`config.mk`:
```
export PLATFORM = sky130hd
export DESIGN_NAME = spi_frontend
export DESIGN_NICKNAME = d
export VERILOG_FILES = /design/src/rtl/spi_frontend.sv
export SDC_FILE = /design/constraint.sdc
export NUM_CORES = 1
export LEC_CHECK = 0
export ABC_CLOCK_PERIOD_IN_PS = 2200
export BUFFER_PORTS_ARGS = -buffer_cell sky130_fd_sc_hd__buf_2
export CORE_MARGIN = 2
export CORE_UTILIZATION = 52
export CTS_CLUSTER_SIZE = 40
export DETAILED_ROUTE_END_ITERATION = 16
export GPL_TIMING_DRIVEN = 0
export PLACE_DENSITY = 0.72
export RECOVER_POWER = 50
export SYNTH_ARGS = -nofsm -noshare
export SYNTH_HDL_FRONTEND = slang
export SYNTH_SLANG_ARGS = --single-unit
```
`constraint.sdc`:
```
create_clock -name clk -period 2.2 [get_ports clk]
set_input_delay 0.11 -clock clk [delete_from_list [all_inputs] [get_ports clk]]
set_output_delay 0.11 -clock clk [all_outputs]
set_load 0.05 [all_outputs]
```
`src/rtl/spi_frontend.sv`:
```
`default_nettype none
// ============================================================================
//  Module      : spi_frontend
//  Description : SPI-slave (mode 0) front end bridging an external SPI host
//                to the 32-bit internal streaming fabric. The SPI pins are
//                oversampled in the clk domain.
//                  - host->FPGA words (frame=1) are pushed through a 2-entry
//                    skid FIFO onto the h2f AXI-Stream master.
//                  - control words (frame=0) carry an opcode in the top byte;
//                    opcode 8'h01 clears the sticky error flags.
//                  - each outgoing MISO word is either an f2h stream word or
//                    a status word, picked at word start.
//                  - spi_int tells the host when it should poll.
//  Ports       : clk, rst                 - system clock, sync active-high reset
//                spi_clk/cs/mosi/frame    - async SPI inputs from the host
//                spi_miso                 - serial data back to the host
//                h2f_*                    - host->FPGA stream (master)
//                f2h_*                    - FPGA->host stream (slave)
//                fpga2host_fifo_filled    - words pending toward host
//                host2fpga_fifo_empty     - free slots toward FPGA
//                err_outfifo_overflow_pulse - output FIFO overflow strobe
//                spi_int                  - attention request to the host
//  Revision    : 1.0 - initial release
// ============================================================================
module spi_frontend #(
    parameter int WORD_W  = 32,     // SPI word / stream width (>= 24)
    parameter int SYNC_FF = 2       // synchroniser depth (>= 2)
) (
    input  logic              clk,
    input  logic              rst,
    input  logic              spi_clk,
    input  logic              spi_cs,
    input  logic              spi_mosi,
    input  logic              spi_frame,
    output logic              spi_miso,
    output logic [WORD_W-1:0] h2f_tdata,
    output logic              h2f_tvalid,
    input  logic              h2f_tready,
    input  logic [WORD_W-1:0] f2h_tdata,
    input  logic              f2h_tvalid,
    output logic              f2h_tready,
    input  logic [9:0]        fpga2host_fifo_filled,
    input  logic [9:0]        host2fpga_fifo_empty,
    input  logic              err_outfifo_overflow_pulse,
    output logic              spi_int
);

    localparam int                 c_CNT_W    = $clog2(WORD_W);
    localparam logic [c_CNT_W-1:0] c_LAST_BIT = c_CNT_W'(WORD_W - 1);
    localparam logic [7:0]         c_OP_CLR   = 8'h01;

    // ------------------------------------------------------------------
    // Synchronisers. The cs chain resets to 0 (selected) on purpose: a
    // reset while the host holds cs low must not look like a fresh cs
    // fall, so framing only restarts after the host deselects and
    // reselects the device.
    // ------------------------------------------------------------------
    logic [SYNC_FF-1:0] r_sclk_sync;
    logic [SYNC_FF-1:0] r_cs_sync;
    logic [SYNC_FF-1:0] r_mosi_sync;
    logic [SYNC_FF-1:0] r_frame_sync;
    logic               r_sclk_prev;
    logic               r_cs_prev;

    logic w_sclk, w_cs, w_mosi, w_frame;
    assign w_sclk  = r_sclk_sync[SYNC_FF-1];
    assign w_cs    = r_cs_sync[SYNC_FF-1];
    assign w_mosi  = r_mosi_sync[SYNC_FF-1];
    assign w_frame = r_frame_sync[SYNC_FF-1];

    logic w_sclk_rise, w_sclk_fall, w_cs_fall, w_cs_rise;
    assign w_sclk_rise = w_sclk & ~r_sclk_prev;
    assign w_sclk_fall = ~w_sclk & r_sclk_prev;
    assign w_cs_fall   = r_cs_prev & ~w_cs;
    assign w_cs_rise   = ~r_cs_prev & w_cs;

    // ------------------------------------------------------------------
    // State
    // ------------------------------------------------------------------
    logic               r_active;       // inside a valid cs-low window
    logic [c_CNT_W-1:0] r_bitcnt;
    logic [WORD_W-2:0]  r_rx_shift;     // first 31 bits of the current word
    logic [WORD_W-1:0]  r_tx;
    logic               r_tx_fresh;     // r_tx holds a new word, MSB not yet driven
    logic               r_miso;
    logic               r_f2h_tready;
    logic [WORD_W-1:0]  r_slot0;
    logic [WORD_W-1:0]  r_slot1;
    logic               r_wr_ptr;
    logic               r_rd_ptr;
    logic [1:0]         r_count;
    logic               r_h2f_ovf;
    logic               r_out_ovf;
    logic               r_int;

    // ------------------------------------------------------------------
    // Receive datapath decode
    // ------------------------------------------------------------------
    logic              w_shift;
    logic              w_word_done;
    logic [WORD_W-1:0] w_rx_word;
    logic              w_is_pkt;
    logic              w_clr;
    logic              w_push;
    logic              w_drop;
    logic              w_pop;

    assign w_shift     = r_active & ~w_cs & w_sclk_rise;
    assign w_word_done = w_shift & (r_bitcnt == c_LAST_BIT);
    assign w_rx_word   = {r_rx_shift, w_mosi};
    assign w_is_pkt    = w_word_done & w_frame;
    assign w_clr       = w_word_done & ~w_frame & (w_rx_word[WORD_W-1 -: 8] == c_OP_CLR);

    // A word arriving while both slots are occupied is dropped, even if a
    // slot frees in the same cycle.
    assign w_pop  = (r_count != 2'd0) & h2f_tready;
    assign w_push = w_is_pkt & (r_count != 2'd2);
    assign w_drop = w_is_pkt & (r_count == 2'd2);

    // ------------------------------------------------------------------
    // Transmit word selection, evaluated at every word start
    // ------------------------------------------------------------------
    logic              w_load_tx;
    logic [WORD_W-1:0] w_status;
    logic [WORD_W-1:0] w_tx_next;

    assign w_load_tx = w_cs_fall | w_word_done;
    assign w_status  = {2'b10, r_out_ovf, r_h2f_ovf, fpga2host_fifo_filled,
                        host2fpga_fifo_empty, {(WORD_W-24){1'b0}}};
    assign w_tx_next = f2h_tvalid ? f2h_tdata : w_status;

    always_ff @(posedge clk) begin
        if (rst) begin
            r_sclk_sync  <= '0;
            r_cs_sync    <= '0;
            r_mosi_sync  <= '0;
            r_frame_sync <= '0;
            r_sclk_prev  <= 1'b0;
            r_cs_prev    <= 1'b0;
            r_active     <= 1'b0;
            r_bitcnt     <= '0;
            r_rx_shift   <= '0;
            r_tx         <= '0;
            r_tx_fresh   <= 1'b0;
            r_miso       <= 1'b0;
            r_f2h_tready <= 1'b0;
            r_slot0      <= '0;
            r_slot1      <= '0;
            r_wr_ptr     <= 1'b0;
            r_rd_ptr     <= 1'b0;
            r_count      <= 2'd0;
            r_h2f_ovf    <= 1'b0;
            r_out_ovf    <= 1'b0;
            r_int        <= 1'b0;
        end else begin
            r_sclk_sync  <= {r_sclk_sync[SYNC_FF-2:0], spi_clk};
            r_cs_sync    <= {r_cs_sync[SYNC_FF-2:0], spi_cs};
            r_mosi_sync  <= {r_mosi_sync[SYNC_FF-2:0], spi_mosi};
            r_frame_sync <= {r_frame_sync[SYNC_FF-2:0], spi_frame};
            r_sclk_prev  <= w_sclk;
            r_cs_prev    <= w_cs;

            // Framing: a cs rise simply leaves the partial word behind;
            // the next cs fall restarts the bit counter.
            if (w_cs_fall) begin
                r_active <= 1'b1;
                r_bitcnt <= '0;
            end else if (w_cs_rise) begin
                r_active <= 1'b0;
            end else if (w_shift) begin
                r_rx_shift <= w_rx_word[WORD_W-2:0];
                r_bitcnt   <= w_word_done ? '0 : r_bitcnt + 1'b1;
            end

            // MISO: MSB is presented right at cs fall. At word completion
            // the next word is staged, and its MSB goes out on the
            // following falling edge instead of a shifted bit.
            if (w_cs_fall) begin
                r_tx       <= w_tx_next;
                r_miso     <= w_tx_next[WORD_W-1];
                r_tx_fresh <= 1'b0;
            end else if (!r_active || w_cs) begin
                r_miso     <= 1'b0;
            end else if (w_word_done) begin
                r_tx       <= w_tx_next;
                r_tx_fresh <= 1'b1;
            end else if (w_sclk_fall) begin
                if (r_tx_fresh) begin
                    r_miso     <= r_tx[WORD_W-1];
                    r_tx_fresh <= 1'b0;
                end else begin
                    r_miso <= r_tx[WORD_W-2];
                    r_tx   <= {r_tx[WORD_W-2:0], 1'b0};
                end
            end

            // The f2h word was captured this cycle; the source holds it
            // stable until the one-cycle ready pulse completes the beat.
            r_f2h_tready <= w_load_tx & f2h_tvalid;

            // Two-slot skid FIFO toward h2f
            if (w_push) begin
                if (r_wr_ptr) r_slot1 <= w_rx_word;
                else          r_slot0 <= w_rx_word;
                r_wr_ptr <= ~r_wr_ptr;
            end
            if (w_pop) begin
                r_rd_ptr <= ~r_rd_ptr;
            end
            r_count <= r_count + {1'b0, w_push} - {1'b0, w_pop};

            // Sticky flags: a set in the same cycle as a clear wins.
            if (w_drop)                          r_h2f_ovf <= 1'b1;
            else if (w_clr)                      r_h2f_ovf <= 1'b0;
            if (err_outfifo_overflow_pulse)      r_out_ovf <= 1'b1;
            else if (w_clr)                      r_out_ovf <= 1'b0;

            r_int <= (fpga2host_fifo_filled != 10'd0) | r_out_ovf | r_h2f_ovf;
        end
    end

    assign spi_miso   = r_miso;
    assign f2h_tready = r_f2h_tready;
    assign h2f_tvalid = (r_count != 2'd0);
    assign h2f_tdata  = r_rd_ptr ? r_slot1 : r_slot0;
    assign spi_int    = r_int;

endmodule
`default_nettype wire

```
==> run metrics <==
Largest delay share family, worst path=adder cells; Sink Count=153; fin crit share=0.9648; post-synth cell types=44; GR Overflow Total=0; P&R area growth vs syn=19.03%; Global Route Usage Sum=0.2305; Power Density=696.1 nW/um2; post-synthesis compound-gate area fraction=0.1162; Hold Crit Class=primary input to register; CTS tree=done; critical path arrival=2420 ps; Max Root-Sink Buffers=2; Setup CP Type=register to register; Synth area leaders=dfxtp_1 44%, mux2i_1 13%, nand2b_1 8.8%; Core Rows=42; Ant. Diodes=0; DRT antenna net count=0; Die ar.=14450 um2; number of global-route vias before repair=5811; dpl hpwl=11730 um; most frequent cell after synthesis=dfxtp_1; fin area=8359 um2; crit path time final=2123 ps; CP Cell Sequence=ha_2 -> and3_1 -> ha_4 -> nand3_4 -> o21ai_1 -> o221a_2 -> ha_1 -> nor2b_1 -> mux2_2; FFs w/ async S/R, synth=0; XOR/XNOR Fraction of Synth Area=0.001247; layout cell share with drive strength beyond 1=0.2079; crit path max fanout=6; via/cell ratio=5.437; main combinational cell family by area after synthesis=simple AND/OR/NAND/NOR gates; top-area cell type share of the netlist area=0.4361; core box area=13190 um2; Max-Cap Viols=0; mux share of post-synthesis cell area=0.1798; DR iter-0 viols=341; placed insts=1031; Reg clk slew, reported paths=60 ps; # setup viols final=0; via count=5796; Max stage delay on crit path=340 ps; Mapped Cells=761; setup_tns=0 ps; Critical Path RT=2500 ps; DRC violations left=0; EDFF count, synth=0; Initial Util=0.5324; synthesized area per cell=9.229 um2; Synth Area in Simple Gates=0.2117; Worst Skew=5.362 ps; post-CTS repair timing setup buffer count=0; area of the mapped netlist=7023 um2; synthesized-area fraction occupied by adder cells=0.008908; Worst-Margin Slew=686.4 ps; Synth top cells by count=153 x dfxtp_1, 115 x nand2_1, 99 x nand2b_1; worst path bufs/invs=0; CP max-delay cell=dfxtp_2; maximum vdd drop=0.4077 mV; ys flop type=dfxtp_1; flops & latches, synth=153; CTS buffer count=17; RSZ-0062 raised after global routing=true; largest net degree at the start of global routing=17; # IOs=97; die width=120.2 um; fmax=471.1 MHz; Fin. Hold Viols=0; status=finished, final reports clean; H-tree depth=4; WL per Instance=15.04 um; crit end category=register; reg2reg setup slack=80 ps; Worst-Skew Late Latency=410 ps; DP Area=7714 um2; root buffer cell=clkbuf_16; first-pass GRT wire length=27050 um; routability congestion estimate=0.8346; initial antenna violation count=0; Slew Limit Fails=0; DRT Pass-1 Iters=6; Worst setup SP type=register; Net Count, Synth=827; port bufs=94; post-synthesis sequential area ratio=0.4361; DRT Wirelength=16030 um; Pleak=3.309 nW; Synth area leader=dfxtp_1; synth warn=0; Final Power=0.005819 W; Total Nets Final=945; die height=120.2 um; post-route insts no fill=1066; Slew HR=0.5424
-- flip-flops by register name, summed over array words and instances (netlist names), 2 cells and up --
register / flops
r_mosi_sync: 2
r_bitcnt: 5
r_rx_shift: 31
r_frame_sync: 2
r_sclk_sync: 2
r_tx: 32
r_slot0: 32
r_count: 2
r_slot1: 32
r_cs_sync: 2
-- worst paths after layout --
check | startpoint | to | cells past startpoint
worst max-delay path | r_bitcnt[0] | r_count[1] | 9
worst min-delay path | fpga2host_fifo_filled[3] | spi_int | 3
worst max register to register | r_bitcnt[0] | r_count[1] | 9
worst min register to register | r_sclk_sync[0] | r_sclk_sync[1] | 1
-- worst min-delay path: cells and delay by family --
kind	cells	cell delay, ps
and+or+nand+nor	1	40
buffers and inverters	1	90
AOI/OAI and AO/OA	1	170
-- layout by cell type, fill, tap and decap left out, types with 2 or more instances in the layout --
cell,count
nand2b_1,99
nor2_1,29
a21o_1,3
nor2b_1,15
buf_2,98
nand3_1,3
a21oi_1,63
o221ai_1,22
clkbuf_2,8
buf_6,8
mux2_2,33
mux2i_1,89
a221o_1,2
nor3_1,8
o21ai_0,6
a211oi_1,8
clkbuf_16,17
or2_2,2
and3_1,3
buf_1,3
dlygate4sd3_1,6
ha_1,3
dfxtp_1,152
nor3b_1,2
nor4_1,4
nand2_1,115
inv_1,4
clkbuf_8,5
a31oi_1,2
clkbuf_1,42
buf_4,3
a311oi_1,10
-- cells by family after synthesis --
family	count (synthesis)
AO/OA/AOI/OAI	122
AND/OR/NAND/NOR	291
flip-flops	153
multiplexers	122
XOR/XNOR	1
adder cells (fa/ha/maj)	5
buffers and inverters	67
-- routing by layer --
layer,vias to the layer above,track usage,wire length [um]
met5,-,0,0
met4,0,0.08212,235
met3,24,0.04764,723
met2,161,0.4073,8114
met1,2747,0.2775,6956
li1,2864,-,-
-- through the flow --
step | utilization | setup slack, ps | hold slack (ps)
after floorplan | - | 78.34 | 238.2
after global placement | 0.5848 | -210.0 | 319.2
after detailed placement | 0.5848 | -260.6 | 328.3
after CTS | 0.6335 | 2.771 | 30.16
after global routing | 0.6338 | -6.562 | 32.91
final | 0.6338 | 77.36 | 47.31
-- power breakdown --
part	internal (W)	switching, W	total [W]
Sequential	0.00279	0.0000118	0.00280
Combinational	0.000134	0.000167	0.000301
Clock	0.00169	0.00102	0.00271
-- layout make-up --
type	count	area [um2]
fill	1085	4831
inverter	4	15.01
clock inverter	2	35.03
buffer	62	327.8
timing repair buffer	100	521.8
sequential	153	3064
tap	176	220.2
clock buffer	28	516.7
multi-input combinational	541	3659
-- timing repair --
item,4_1_cts,5_1_grt
gates cloned,0,0
endpoints found under the hold margin,6,0
setup endpoints to repair,78,32
hold buffers,6,0
resized for setup,10,20
Note: power is estimated with default switching activity, not from simulation.
